$ cat src/rtl/neopixel_pkg.sv
// Shared types for the NeoPixel strand path: colour slot encoding, GRB pixel
// layout and the frame sequencer state encoding.
package neopixel_pkg;

  localparam int CLK_HZ = 50_000_000;

  typedef enum logic [1:0] {
    COLOR_RED   = 2'b00,
    COLOR_BLUE  = 2'b01,
    COLOR_GREEN = 2'b10
  } color_idx_t;

  typedef struct packed {
    logic [7:0] g;
    logic [7:0] r;
    logic [7:0] b;
  } grb_t;

  typedef enum logic [2:0] {
    S_IDLE,
    S_LOAD,
    S_SEND,
    S_ACK,
    S_DRAIN
  } seq_state_t;

  function automatic logic [7:0] grb_byte(input grb_t px, input color_idx_t c);
    case (c)
      COLOR_RED:  return px.r;
      COLOR_BLUE: return px.b;
      default:    return px.g;
    endcase
  endfunction

endpackage

$ cat src/rtl/counter.sv
// Generic loadable counter: clear wins over enable, enable loads d.
module counter #(
  parameter int W = 8
) (
  input  logic         clock,
  input  logic         reset,
  input  logic         en,
  input  logic         clear,
  input  logic [W-1:0] d,
  output logic [W-1:0] q
);

  always_ff @(posedge clock or posedge reset) begin
    if (reset)      q <= '0;
    else if (clear) q <= '0;
    else if (en)    q <= d;
  end

endmodule

$ cat src/rtl/neopixel_frame_sequencer.sv
// Streams a double-buffered GRB frame into the strand controller's load/send
// handshake, on host commit or on a periodic refresh timer.
module neopixel_frame_sequencer
  import neopixel_pkg::*;
#(
  parameter int NUM_PIXELS     = 5,
  parameter int REFRESH_CYCLES = 2_500_000
) (
  input  logic        clock,
  input  logic        reset,
  input  logic        host_wr,
  input  logic [2:0]  host_pixel,
  input  logic [23:0] host_grb,
  input  logic        commit,
  input  logic        refresh_en,
  output logic        busy,
  output logic        frame_done,
  output logic [7:0]  color_level,
  output logic [1:0]  color_index,
  output logic [2:0]  pixel_index,
  output logic        load_color,
  output logic        send_it,
  input  logic        ready_to_load,
  input  logic        ready_to_send
);

  localparam int KW = $clog2(3 * NUM_PIXELS + 1);
  localparam int RW = $clog2(REFRESH_CYCLES + 1);
  localparam logic [KW-1:0] K_LAST  = KW'(3 * NUM_PIXELS - 1);
  localparam logic [RW-1:0] RF_LAST = RW'(REFRESH_CYCLES - 1);

  seq_state_t  r_state, w_next;
  logic [23:0] r_shadow     [NUM_PIXELS];
  logic [23:0] r_active     [NUM_PIXELS];
  logic [23:0] w_shadow_nxt [NUM_PIXELS];
  logic [23:0] w_active_nxt [NUM_PIXELS];
  logic        r_pending;
  logic [KW-1:0] w_k, w_k_d, w_kcur;
  logic [RW-1:0] w_rf, w_rf_d;
  logic        w_k_en, w_k_clear, w_rf_en, w_rf_clear;
  logic        w_idle, w_rdy, w_expire, w_start, w_copy;
  logic        w_issue, w_send, w_done;
  logic [2:0]  w_pix;
  color_idx_t  w_col;
  logic        r_busy, r_done, r_load, r_send;
  logic [7:0]  r_level;
  logic [1:0]  r_cidx;
  logic [2:0]  r_pidx;

  assign w_idle   = (r_state == S_IDLE);
  assign w_rdy    = ready_to_load && ready_to_send;
  assign w_rf_en  = w_idle && refresh_en;
  assign w_expire = w_rf_en && (w_rf == RF_LAST);
  assign w_copy   = w_idle && (r_pending || commit);
  assign w_start  = w_copy || w_expire;

  // The first load is issued on the IDLE->LOAD edge, so k=0 is presented there.
  assign w_kcur     = w_idle ? '0 : w_k;
  assign w_pix      = 3'(w_kcur / KW'(3));
  assign w_col      = color_idx_t'(2'(w_kcur % KW'(3)));
  assign w_k_en     = w_issue;
  assign w_k_clear  = w_idle && !w_issue;
  assign w_k_d      = w_idle ? KW'(1) : w_k + KW'(1);
  assign w_rf_clear = !w_rf_en || w_start;
  assign w_rf_d     = w_rf + RW'(1);

  counter #(.W(KW)) u_load_idx (
    .clock(clock), .reset(reset), .en(w_k_en), .clear(w_k_clear), .d(w_k_d), .q(w_k)
  );

  counter #(.W(RW)) u_refresh (
    .clock(clock), .reset(reset), .en(w_rf_en), .clear(w_rf_clear), .d(w_rf_d), .q(w_rf)
  );

  // Same-cycle host write lands in the shadow before a commit copies it.
  always_comb begin
    for (int i = 0; i < NUM_PIXELS; i++) begin
      w_shadow_nxt[i] = (host_wr && host_pixel == 3'(i)) ? host_grb : r_shadow[i];
      w_active_nxt[i] = w_copy ? w_shadow_nxt[i] : r_active[i];
    end
  end

  always_ff @(posedge clock or posedge reset) begin
    if (reset) begin
      for (int i = 0; i < NUM_PIXELS; i++) begin
        r_shadow[i] <= '0;
        r_active[i] <= '0;
      end
      r_pending <= 1'b0;
    end else begin
      for (int i = 0; i < NUM_PIXELS; i++) begin
        r_shadow[i] <= w_shadow_nxt[i];
        r_active[i] <= w_active_nxt[i];
      end
      r_pending <= w_idle ? 1'b0 : (r_pending || commit);
    end
  end

  always_ff @(posedge clock or posedge reset) begin
    if (reset) r_state <= S_IDLE;
    else       r_state <= w_next;
  end

  always_comb begin
    w_next  = r_state;
    w_issue = 1'b0;
    w_send  = 1'b0;
    w_done  = 1'b0;
    case (r_state)
      S_IDLE: begin
        if (w_start) begin
          w_next  = S_LOAD;
          w_issue = w_rdy;
        end
      end
      S_LOAD: begin
        if (w_rdy) begin
          w_issue = 1'b1;
          if (w_k == K_LAST) w_next = S_SEND;
        end
      end
      S_SEND: begin
        if (ready_to_send) begin
          w_send = 1'b1;
          w_next = S_ACK;
        end
      end
      S_ACK:   if (!ready_to_send) w_next = S_DRAIN;
      S_DRAIN: begin
        if (ready_to_send) begin
          w_done = 1'b1;
          w_next = S_IDLE;
        end
      end
      default: w_next = S_IDLE;
    endcase
  end

  // busy stays up through the frame_done cycle and drops on the following one.
  always_ff @(posedge clock or posedge reset) begin
    if (reset) begin
      r_busy  <= 1'b0;
      r_done  <= 1'b0;
      r_load  <= 1'b0;
      r_send  <= 1'b0;
      r_level <= '0;
      r_cidx  <= '0;
      r_pidx  <= '0;
    end else begin
      r_busy <= (w_next != S_IDLE) || w_done;
      r_done <= w_done;
      r_load <= w_issue;
      r_send <= w_send;
      if (w_issue) begin
        r_level <= grb_byte(grb_t'(w_active_nxt[w_pix]), w_col);
        r_cidx  <= w_col;
        r_pidx  <= w_pix;
      end
    end
  end

  assign busy        = r_busy;
  assign frame_done  = r_done;
  assign load_color  = r_load;
  assign send_it     = r_send;
  assign color_level = r_level;
  assign color_index = r_cidx;
  assign pixel_index = r_pidx;

endmodule

$ cat config.mk
export PLATFORM = sky130hd
export DESIGN_NAME = neopixel_frame_sequencer
export DESIGN_NICKNAME = d
export VERILOG_FILES = /design/src/rtl/neopixel_pkg.sv /design/src/rtl/counter.sv /design/src/rtl/neopixel_frame_sequencer.sv
export SDC_FILE = /design/constraint.sdc
export NUM_CORES = 1
export LEC_CHECK = 0
export BUFFER_PORTS_ARGS = -buffer_cell sky130_fd_sc_hd__buf_2
export CORE_UTILIZATION = 45
export DETAILED_ROUTE_END_ITERATION = 16
export GPL_TIMING_DRIVEN = 0
export HOLD_SLACK_MARGIN = 0.08
export PLACE_DENSITY = 0.68
export SKIP_CTS_REPAIR_TIMING = 1
export SLEW_MARGIN = 20
export SYNTH_ARGS = -nofsm -noshare
export SYNTH_HDL_FRONTEND = slang
export SYNTH_HIERARCHICAL = 1
export SYNTH_SLANG_ARGS = --single-unit
export TNS_END_PERCENT = 20
$ cat constraint.sdc
create_clock -name clock -period 8.1 [get_ports clock]
set_clock_uncertainty 0.2 [all_clocks]
set_input_delay 0.81 -clock clock [delete_from_list [all_inputs] [get_ports clock]]
set_output_delay 0.81 -clock clock [all_outputs]
set_load 0.02 [all_outputs]
==> results.txt, run 1 <==
The critical path in this run is classified as reg -> reg. The critical path goes through buf_2 > or3_1 > buf_2 > and2_1 > ha_1 > ha_1 > inv_1 > ha_1 > o21ai_0 > mux2i_1 > ha_1 > nor3_1 > mux2i_4 > nor2_2 > a2bb2oi_1 > a21oi_1 > nor4_1 > o31ai_1. The complex-gate fraction of the synthesized area is 0.0724.

The area of placed instances came out at 0.0138 mm². The final antenna-violating net count came out at 0. The half-perimeter wire length after placement came out at ~23000 µm.

Summing all flip-flop and latch instances after layout gives a little over 0.007 mm². The cell area power density came out at between 300 and 400 mW/mm². The TritonCTS buffer count is 30.

The largest total area in the synthesized netlist belongs to sky130_fd_sc_hd__dfrtp_1. The die is approximately 170 µm tall. The area occupied by multi-input gates is around 0.0052 mm². By area, the combinational part of the netlist is dominated by multiplexers. Synthesis produced a netlist with a net count of 1214. The data arrival at the endpoint of the critical path is ~5.7 ns.

The required time of the critical path came out at between 8 and 9 ns. The type of destination of the critical path is a flop. The post-synthesis cell type count came out at 67. Based on the critical path, the design can be clocked at up to 183 MHz. Global routing finished with a remaining overflow of 0. The share of post-route cells with drive strength above 1 came out at 0.249. The library cell used most frequently in the layout, excluding fill and tap cells, is sky130_fd_sc_hd__nand2_1. STA classifies the critical path startpoint as a flop. The tool flagged a number of max-cap violations equal to 0. The leakage power summed over all cells came out at 0.00687 µW. The count of buffers from port buffering came out at 50. By instance count, the cell type seen most on the critical path is sky130_fd_sc_hd__ha_1.

The switching power share of the total came out at 0.371. The worst IR drop on VDD is 0.000168 V. The family with the most delay on the worst path is simple AND/OR/NAND/NOR gates. Of the total synthesized cell area, the portion taken by full adders, half adders and majority gates is 0.00970. The buffer levels on the longest clock path is 3. The final routed wire length divided by cell count came out at 20.7 µm. The total number of nets in the final design is between 1000 and 1500. The post-detailed-routing wire length came out at 34400 µm.

The floorplan step set the die width to ~170 µm. The combined area of all synthesized cells is between 0.01 and 0.015 mm². The share of total power dissipated in combinational logic is 0.379.

The via count is 9053. The number of antenna violations at the first check in global routing was 0. The top fanout value on the critical path is 10.

The first global-routing pass estimated roughly 54000 µm of wire. Setup total negative slack on the finished layout was measured at 0 ns. The mean instance size in the synthesized netlist is about 11 µm². Setup repair after global routing left no endpoint under its margin. The global placer's final weighted congestion is around 0.87.

The initial cell density of the core came out at 0.461. Of the total synthesized cell area, the portion taken by XOR and XNOR cells is 0.0149. The share of total power dissipated in sequential elements is 0.359. Clock tree synthesis found a total of 287 sinks. The maximum number of pins on one net before global-route repair came out at 35. Total power for the finished layout comes to roughly 5600 µW. Setup violations remaining at the end of the flow were counted as 0. The portion of the post-synthesis area used by sequential elements came out at 0.557.

The cell-internal power came out at approximately 3500 µW. The number of top-level design ports is 51. The net switching power is about 2100 µW. The final-layout fill cell count is 2492. In this run the clock root is driven by a sky130_fd_sc_hd__clkbuf_16. The first-pass iteration count of the detailed router is 5. The final count of pins violating max slew is 0.

The clock power share came out at 0.262. Sorting the synthesized cells by area gives the leading types as sky130_fd_sc_hd__dfrtp_1 (56%), sky130_fd_sc_hd__mux2_2 (12%), sky130_fd_sc_hd__nand2_1 (8.7%). The cell row count came out at 61. Counting I/O delays and the setup requirement, the final critical path takes 5.46 ns. The number of cells in the design after placement is ~1600. The number of design-rule violations left by the first detailed-router iteration came out at roughly 730.

The slack of the worst reg-to-reg path came out at between 2 and 3 ns. The minimum hold slack is approximately 0.27 ns. At the pin with the least slew margin, the transition time is 0.978 ns. The number of non-filler instances in the completed layout is between 1500 and 2000. The core area is 0.0280 mm². CTS built an H-tree with a depth of 1. The clock slew at the register clock pins of the worst setup and hold paths came out at about 0.07 ns. The synthesized design contains 287 register bits. The number of antenna diodes in the final layout is 0. The number of global-route vias before repair is between 9000 and 10000. The worst-path cell with the longest stage delay is sky130_fd_sc_hd__nor4_1. The async set or reset register ratio after synthesis is 1.00. The multiplexer share of the synthesized area is 0.157. For this run, the leading register cell type out of synthesis is sky130_fd_sc_hd__dfrtp_1. The count of final hold-check violations is 0. The library cells used most frequently in the layout, excluding fill and tap cells, are sky130_fd_sc_hd__nand2_1 (300), sky130_fd_sc_hd__dfrtp_1 (287), sky130_fd_sc_hd__mux2_2 (138). The gate count of the mapped netlist is between 1000 and 1500. The relative slew slack came out at 0.345. The final design instance area without fill came out at between 0.01 and 0.015 mm².

The aggregate global-route resource usage came out at 0.244. Of the total synthesized cell area, the portion taken by AND, OR, NAND and NOR gates is 0.152. The detailed-route DRC error count came out at 0. The worst hold path belongs to the class reg -> reg. The portion of the clock cycle consumed by the worst path in the final layout is 0.673. The count of warnings emitted by yosys came out at 6. Dividing the detail-routed via count by the number of cells gives 5.44. The die covers roughly 0.029 mm². The fraction of synthesized cell area taken by the top area cell type came out at 0.557.

The number of enable-type register cells in the synthesized netlist is 0. The run finished with clean final reports. For the worst-skew pair, the clock arrives at the later sink with an insertion delay of between 0.5 and 0.6 ns. The area added between synthesis and finish came out at 15.2%. The number of buffer and inverter instances along the worst setup path came out at 3. The delay of the slowest critical-path stage is between 0.5 and 0.6 ns. The clock tree from TritonCTS is yes.
worst min-delay path: stages (launching register included):
cell and delay, ns:
sky130_fd_sc_hd__dfrtp_1 0.32, sky130_fd_sc_hd__nand2_1 0.05, sky130_fd_sc_hd__nand2_1 0.07
kinds of logic after synthesis:
family                     after synthesis
xor gates and xnor gates                22
and+or+nand+nor                        451
buffers and inverters                   89
AOI/OAI and AO/OA                      130
muxes                                  181
DFF                                    287
adders and majority gates               10
flip-flops by register name, indices dropped and copies added (netlist names), 2 cells and up:
signal,count
color_level,8
u_load_idx/q,4
r_active,120
r_state,3
pixel_index,3
u_refresh/q,22
color_index,2
r_shadow,120
path summary, 6_finish.rpt:
kind / to / depth (start not counted) / start
max: color_level[7] / 18 / r_state[0]
min in group asynchronous: u_load_idx/q[3] / 3 / reset
min: r_active[92] / 2 / r_active[92]
max reg2reg: color_level[7] / 18 / r_state[0]
max in group asynchronous: color_index[1] / 7 / reset
min reg2reg: r_active[92] / 2 / r_active[92]
area by class of cell:
cell class / count / share of cell area
Sequential cell: 287 / 0.483
Buffer: 63 / 0.0255
Timing Repair Buffer: 59 / 0.0283
Clock inverter: 18 / 0.0161
Tap cell: 378 / 0.0318
Clock buffer: 38 / 0.0559
Inverter: 26 / 0.00682
Multi-Input combinational cell: 794 / 0.353
Yosys cell counts (all sizes together), types with 7 or more instances:
| cell | number |
|---|---|
| o21ai | 22 |
| xnor2 | 15 |
| inv | 26 |
| nor2 | 72 |
| mux2 | 146 |
| xor2 | 7 |
| a21o | 12 |
| o2bb2ai | 12 |
| mux2i | 35 |
| ha | 10 |
| nand2 | 300 |
| nor3 | 7 |
| nand3 | 19 |
| a21oi | 21 |
| dfrtp | 287 |
| o22ai | 11 |
| or3 | 9 |
| or2 | 8 |
| clkbuf | 20 |
| buf | 43 |
per-layer routing:
| layer | GRT usage | part of all wire | vias to the layer above |
|---|---|---|---|
| li1 | - | - | 4172 |
| met1 | 0.324 | 0.43 | 4519 |
| met2 | 0.402 | 0.47 | 307 |
| met3 | 0.0538 | 0.077 | 55 |
| met4 | 0.0703 | 0.024 | 0 |
| met5 | 0 | 0 | - |
power groups by stage:
stage / Sequential (µW) / Combinational, µW / Clock (µW)
5_1_grt: 2060 / 2290 / 1550
3_5_place_dp: 2040 / 2080 / 0
6_report: 2020 / 2130 / 1470
2_1_floorplan: 2030 / 1400 / 0
3_3_place_gp: 2030 / 2030 / 0
4_1_cts: 2020 / 2100 / 1490
per-stage QoR:
stage | util | worst slack [ns]
floorplan | - | 3.65
global placement | 0.486 | 2.02
detailed placement | 0.492 | 2.90
CTS | 0.530 | 2.89
global route | 0.531 | 2.50
finish | 0.531 | 2.64
No activity file was read; power rests on OpenSTA's default activity.
==> inputs of run 2 (changes only) <==
PLACE_DENSITY = 0.66   (was 0.68)
clock period = 5.3 ns   (was 8.1 ns; I/O delays follow)
==> run 2 against run 1 <==
Net effect:
- non-clock buffer count rose by 6
- maximum frequency rose by 12%
- first-iteration DRC count rose by 1.5%
- sequential cell count did not move
- register-to-register slack got worse by 2.2 ns
- global-route usage rose by 0.23 points
- sequential share of layout area fell by 0.20 points
- final area rose by 0.42%
- utilization rose by 0.22 points
- final cell count rose by 0.30%
- wire length fell by 0.25%
==> results.txt, run 2 (synthesized netlist as in run 1, its figures left out) <==
The horizontal die dimension is 171 µm (unchanged). The largest registers in the layout are r_active: 120 flops, r_shadow: 120 flops, u_refresh/q: 22 flops. The number of top-level design ports came out at 51 (unchanged). The start-to-end type of the worst setup path is reg -> reg. The first-pass iteration count of the detailed router is 5 (unchanged).

The run finished with clean final reports. The half-perimeter wire length after placement came to 23300 µm (-0.61%). The clock slew at the register clock pins of the worst setup and hold paths was 0.07 ns (about the same).

The worst setup path is launched from a flop. The clock tree from TritonCTS is yes. The count of final hold-check violations came out at 0 (unchanged). The data arrival at the endpoint of the critical path came to 5.18 ns (-0.50 ns). The remaining global-route overflow is 0 (unchanged). The count of buffers from port buffering came out at 50 (unchanged). The leakage power summed over all cells is 0.00690 µW (+0.43%). The count of clock tree sinks came out at 287 (unchanged). The core area is 0.0280 mm² (unchanged).

The worst setup path is captured at a flop. The TritonCTS buffer count came out at 30 (unchanged). The minimum hold slack came to 0.0677 ns (-0.204 ns). The worst IR drop on VDD came out at 0.000282 V (+68%). The final antenna-violating net count is 0 (unchanged). The number of antenna violations at the first check in global routing came out at 1 (+1). The latest clock arrival within the worst-skew pair came to 0.57 ns (about the same). The critical path goes through buf_2 > or3_1 > buf_2 > and2_1 > ha_1 > ha_1 > inv_1 > ha_1 > o21ai_0 > mux2i_2 > ha_1 > nor2_1 > mux2i_4 > buf_4 > buf_2 > a211oi_1 > o31ai_1 > a221o_1. Setup repair after global routing left no endpoint under its margin. The root buffer selected by CTS is sky130_fd_sc_hd__clkbuf_16. The post-detailed-routing wire length came out at 34300 µm (-0.25%). The vertical die dimension came out at 171 µm (unchanged). The maximum number of pins on one net before global-route repair was 35 (unchanged).

The worst hold path begins at host_grb[20]. The minimum period implied by the final worst setup slack is 4.87 ns (-0.588 ns). The delay of the slowest critical-path stage came out at 0.47 ns (-0.10 ns). The startpoint identified for the worst register-to-register timing path is r_state[0]. The number of inserted diodes came out at 0 (unchanged). The area added between synthesis and finish came out at 15.7%. The worst-path cell with the longest stage delay is sky130_fd_sc_hd__o31ai_1. The required time of the critical path came out at 5.61 ns (-2.72 ns). The portion of the clock cycle consumed by the worst path in the final layout came out at 0.918 (+0.245). The type of the most critical hold path is in -> reg. The transition time at the pin with the least slew margin is 1.02 ns (+0.0422 ns).

The number of design-rule violations left by the first detailed-router iteration is 742 (+1.5%). The count of maximum capacitance violations came out at 0 (unchanged). The via count is 9116 (+0.70%). The cell row count came out at 61 (unchanged). The number of vias per cell is 5.47 (+0.39%). The number of buffer and inverter instances along the worst setup path came out at 5 (+2). The top fanout value on the critical path came out at 10 (unchanged). The final routed wire length divided by cell count is 20.6 µm (-0.55%).

The final design instance area without fill is 0.0149 mm² (+0.42%). The most common cell after layout, fill and taps aside is sky130_fd_sc_hd__nand2_1. The share of post-route cells with drive strength above 1 came out at 0.250 (+0.00136). The buffer levels on the longest clock path is 3 (unchanged). The final count of pins violating max slew was 0 (unchanged). The initial cell density of the core is 0.461 (unchanged). The highest attainable clock frequency is 205 MHz (+12%). The setup violation total in the final timing report was 0 (unchanged).

The relative slew slack is 0.317 (-0.0283). The total number of nets in the final design came to 1311 (+0.46%). The number of global-route vias before repair is 9292 (-0.99%). The area of placed instances is 0.0138 mm² (+0.25%).

By instance count, the cell type seen most on the critical path is sky130_fd_sc_hd__ha_1. The CTS H-tree depth came out at 1 (unchanged). In the layout the commonest cells are sky130_fd_sc_hd__nand2_1 (300), sky130_fd_sc_hd__dfrtp_1 (287), sky130_fd_sc_hd__mux2_2 (138).

Tracing the worst setup path back leads to its startpoint at r_state[0]. The final core utilization came out at 0.533 (+0.00223). The global-route wire length before repair was 54300 µm (+0.69%). The cell area power density is 578 mW/mm² (+53%). The aggregate global-route resource usage is 0.247 (+0.00230). The detailed-route DRC error count was 0 (unchanged).

The global placer's final weighted congestion came out at 0.870 (+0.16%). The area of the die is 0.0293 mm² (unchanged). In this design, the largest share of critical-path delay is due to adder cells.
## run 2: cell count changes in the layout (fill, tap and decap cells not counted), sizes merged
| cell | change |
|---|---|
| dlygate4sd3 | +1 |
| clkinvlp | -2 |
| buf | +5 |
| clkinv | -1 |
| clkbuf | +2 |
## run 2: per-layer routing
layer,share of wire,vias to the layer above,routed length (µm),GRT usage
met2,0.47,319,16000,0.399
met1,0.44,4560,15000,0.339
met5,0,-,0,0
li1,-,4173,-,-
met3,0.063,64,2180,0.0377
met4,0.035,0,1200,0.0835
## run 2: worst paths after layout
kind / slack [ns] / cells past startpoint / end
worst min-delay path: 0.07 / 2 / r_shadow[92]
max in group asynchronous: 3.44 / 6 / r_shadow[67]
worst max-delay path: 0.43 / 18 / color_level[1]
worst min register to register: 0.27 / 2 / r_active[99]
worst max register to register: 0.43 / 18 / color_level[1]
min in group asynchronous: 0.26 / 3 / u_load_idx/q[3]
## run 2: stage by stage
stage          setup slack [ns]  power [µW]  TNS [ns]  cells
2_1_floorplan              1.13        5250         0   1170
3_3_place_gp             -0.522        6210   -133.32   1598
3_5_place_dp              0.133        6310         0   1607
4_1_cts                   0.129        8550         0   1662
5_1_grt                   0.176        9070         0   1668
6_report                  0.432        8620         0   1668
## run 2: power by group
part	switching (µW)	total [µW]	internal (µW)
clock network	884	2220	1340
logic	2080	3320	1240
registers	215	3080	2870
## run 2: layout make-up
cell class,instances,area (µm²)
fillers,2504,13100
flip-flops and latches,287,7180
multi-input cells,794,5250
clock buffers,40,828
repair buffers,65,495
well taps,378,473
plain buffers,63,379
clock inverters,15,219
inverters,26,101
==> inputs of run 3 (changes only) <==
MAX_ROUTING_LAYER = met4   (was unset)
PLACE_DENSITY = 0.68   (was 0.66)
clock period = 4.3 ns   (was 5.3 ns; I/O delays follow)
==> run 3 against run 2 <==
Net effect:
- clock-buffer cell count fell by 2
- clock power rose by 25%
- first-iteration DRC count rose by 4.6%
- wire length rose by 1.5%
- sequential cell count did not move
- sequential share of layout area fell by 1.4 points
- highest routed layer unchanged
==> results.txt, run 3 (synthesized netlist as in run 1, its figures left out) <==
The minimum period implied by the final worst setup slack came to 4.28 ns (-0.591 ns). The buffer levels on the longest clock path is 3 (unchanged). The final routed wire length divided by cell count is 20.5 µm (-0.26%). The worst IR drop on VDD is 0.000339 V (+20%).

The portion of the clock cycle consumed by the worst path in the final layout is 0.995 (+0.0762). The latest clock arrival within the worst-skew pair is 0.57 ns (about the same). The horizontal die dimension came out at 171 µm (unchanged). The relative slew slack is 0.355 (+0.0374). The switching power share of the total came out at 0.370 (+0.00147). The number of global-route vias before repair came to 9350 (+0.62%). The slack of the worst reg-to-reg path is 0.02 ns (-0.41 ns). The post-detailed-routing wire length is 34900 µm (+1.5%). The power share of the combinational group is 0.403 (+0.018).

The initial cell density of the core is 0.461 (unchanged). The cell-internal power is 6940 µW (+27%). The cell row count was 61 (unchanged). The number of design-rule violations left by the first detailed-router iteration came out at 776 (+4.6%). The count of maximum capacitance violations came out at 0 (unchanged). The TritonCTS buffer count came out at 30 (unchanged). The remaining global-route overflow came out at 0 (unchanged).

The clock slew at the register clock pins of the worst setup and hold paths was 0.06 ns (about the same). The number of antenna violations at the first check in global routing came out at 0 (-1). The top fanout value on the critical path is 9 (-1). The final count of pins violating max slew came out at 0 (unchanged).

The count of final hold-check violations is 0 (unchanged). The min-delay analysis places its worst path in the category in -> async. The run finished with clean final reports.

TritonCTS built the clock tree. The part of the total power dissipated in sequential elements came out at 0.345 (-0.012). The area of the die is 0.0293 mm² (unchanged). The aggregate global-route resource usage is 0.252 (+0.00528). The setup violation total in the final timing report is 0 (unchanged). The final antenna-violating net count came out at 0 (unchanged). The root buffer cell chosen for the clock tree is sky130_fd_sc_hd__clkbuf_16. The cell area power density is 716 mW/mm² (+24%). Compared with the post-synthesis result, the final layout area differs by 19.3%.

The vertical die dimension is 171 µm (unchanged). The largest registers in the layout are r_active: 120 flops, r_shadow: 120 flops, u_refresh/q: 22 flops. The required time of the critical path is 4.53 ns (-1.08 ns).

The global placer's final weighted congestion was 0.882 (+1.5%). The half-perimeter wire length after placement came to 23500 µm (+0.61%). The final-layout fill cell count is 2423 (-3.2%).

The library cells used most frequently in the layout, excluding fill and tap cells, are sky130_fd_sc_hd__nand2_1 (297), sky130_fd_sc_hd__dfrtp_1 (287), sky130_fd_sc_hd__mux2_2 (138). The worst reg2reg path endpoint is color_level[7]. The number of vias per cell is 5.42 (-0.85%). The count of buffers from port buffering is 50 (unchanged). The maximum number of pins on one net before global-route repair is 35 (unchanged). The first-pass iteration count of the detailed router came to 5 (unchanged).

The global-route wire length before repair is 53900 µm (-0.61%). The share of post-route cells with drive strength above 1 is 0.269 (+0.0186). The startpoint identified for the worst register-to-register timing path is r_state[0]. The detailed-route DRC error count came out at 0 (unchanged). Leaving out fill and tap cells, the most frequent cell in the layout is sky130_fd_sc_hd__nand2_1.

The core area is 0.0280 mm² (unchanged). The clock power share is 0.252 (-0.006). The leakage power summed over all cells came out at 0.00707 µW (+2.5%). The sort of element at the start of the critical path is a flop. The setup path with the least slack is of type reg -> reg.

The total number of nets in the final design is 1340 (+2.2%). The summed negative setup slack over all endpoints is 0 ns (unchanged). The transition time at the pin with the least slew margin came out at 0.964 ns (-0.0560 ns). The path depth of the worst reg2reg path came to 20 (+2). The type of destination of the critical path is a flop. The number of top-level design ports came out at 51 (unchanged). The number of inserted diodes is 0 (unchanged). The sum of internal, switching and leakage power came out at 11000 µW (+28%). The highest attainable clock frequency is 234 MHz (+14%).

The CTS H-tree depth came out at 1 (unchanged). The via count came out at 9201 (+0.93%). The net switching power is 4080 µW (+28%).

The count of clock tree sinks is 287 (unchanged). The data arrival at the endpoint of the critical path came out at 4.51 ns (-0.67 ns). The minimum hold slack came to 0.142 ns (+0.0743 ns).
[run 3: changes by cell type in the layout (fill, tap and decap cells not counted), sizes merged]
| cell | previous run | this run |
|---|---|---|
| clkbuf | 60 | 58 |
| buf | 106 | 110 |
| dlygate4sd3 | 2 | 27 |
| clkinv | 7 | 8 |
| clkinvlp | 4 | 6 |
[run 3: per-layer routing]
metal / GRT usage / share of wire
met1: 0.328 / 0.43
met2: 0.397 / 0.47
met3: 0.0520 / 0.069
met4: 0.0757 / 0.028
met5: - / 0
[run 3: metrics by stage]
| step | utilization | area, µm² | cells | setup WS (ns) |
|---|---|---|---|---|
| 3_3_place_gp | 0.486 | 13600 | 1598 | -1.40 |
| 4_1_cts | 0.530 | 14900 | 1662 | -0.911 |
| 3_5_place_dp | 0.492 | 13800 | 1606 | -0.898 |
| 2_1_floorplan | - | 12900 | 1170 | 0.228 |
| 5_1_grt | 0.549 | 15400 | 1698 | -0.0712 |
| 6_report | 0.549 | 15400 | 1698 | 0.0231 |
[run 3: final cells by class]
class / count / area [µm²] / share of cell area
buffer: 62 / 405 / 0.0263
clock buffer: 38 / 831 / 0.0540
clock inverter: 18 / 239 / 0.0155
inverter: 26 / 101 / 0.00659
multi-input combinational: 794 / 5390 / 0.350
sequential: 287 / 7180 / 0.467
tap: 378 / 473 / 0.0307
timing repair buffer: 95 / 763 / 0.0496
[run 3: how the worst max path moves through the flow]
stage / start / endpoint / slack (ns) / depth (start not counted)
floorplan: reset / busy / 0.23 / 1
global placement: reset / r_shadow[40] / -1.40 / 2
detailed placement: r_state[0] / color_level[7] / -0.90 / 18
CTS: r_state[0] / color_level[7] / -0.91 / 18
global route: r_state[0] / color_level[7] / -0.07 / 19
finish: r_state[0] / color_level[7] / 0.02 / 20
[run 3: power by group through the flow]
stage / logic, µW / clock network, µW / registers (µW)
floorplan: 2630 / 0 / 3830
global placement: 3820 / 0 / 3820
detailed placement: 3920 / 0 / 3850
CTS: 3950 / 2810 / 3800
global route: 4740 / 2930 / 3870
finish: 4440 / 2780 / 3800
[run 3: critical path, cell delays in order, from the launching register on]
cell	delay, ns
sky130_fd_sc_hd__dfrtp_1	0.35
sky130_fd_sc_hd__buf_4	0.17
sky130_fd_sc_hd__or3_4	0.33
sky130_fd_sc_hd__buf_6	0.15
sky130_fd_sc_hd__and2_4	0.18
sky130_fd_sc_hd__ha_4	0.17
sky130_fd_sc_hd__ha_1	0.19
sky130_fd_sc_hd__inv_2	0.07
sky130_fd_sc_hd__ha_4	0.15
sky130_fd_sc_hd__o21ai_0	0.09
sky130_fd_sc_hd__mux2i_2	0.15
sky130_fd_sc_hd__buf_4	0.17
sky130_fd_sc_hd__ha_4	0.21
sky130_fd_sc_hd__nor3_4	0.07
sky130_fd_sc_hd__mux2i_4	0.37
sky130_fd_sc_hd__buf_6	0.17
sky130_fd_sc_hd__nor2_4	0.08
sky130_fd_sc_hd__a2bb2oi_4	0.19
sky130_fd_sc_hd__a21oi_1	0.11
sky130_fd_sc_hd__nor4_2	0.44
sky130_fd_sc_hd__o31ai_1	0.13
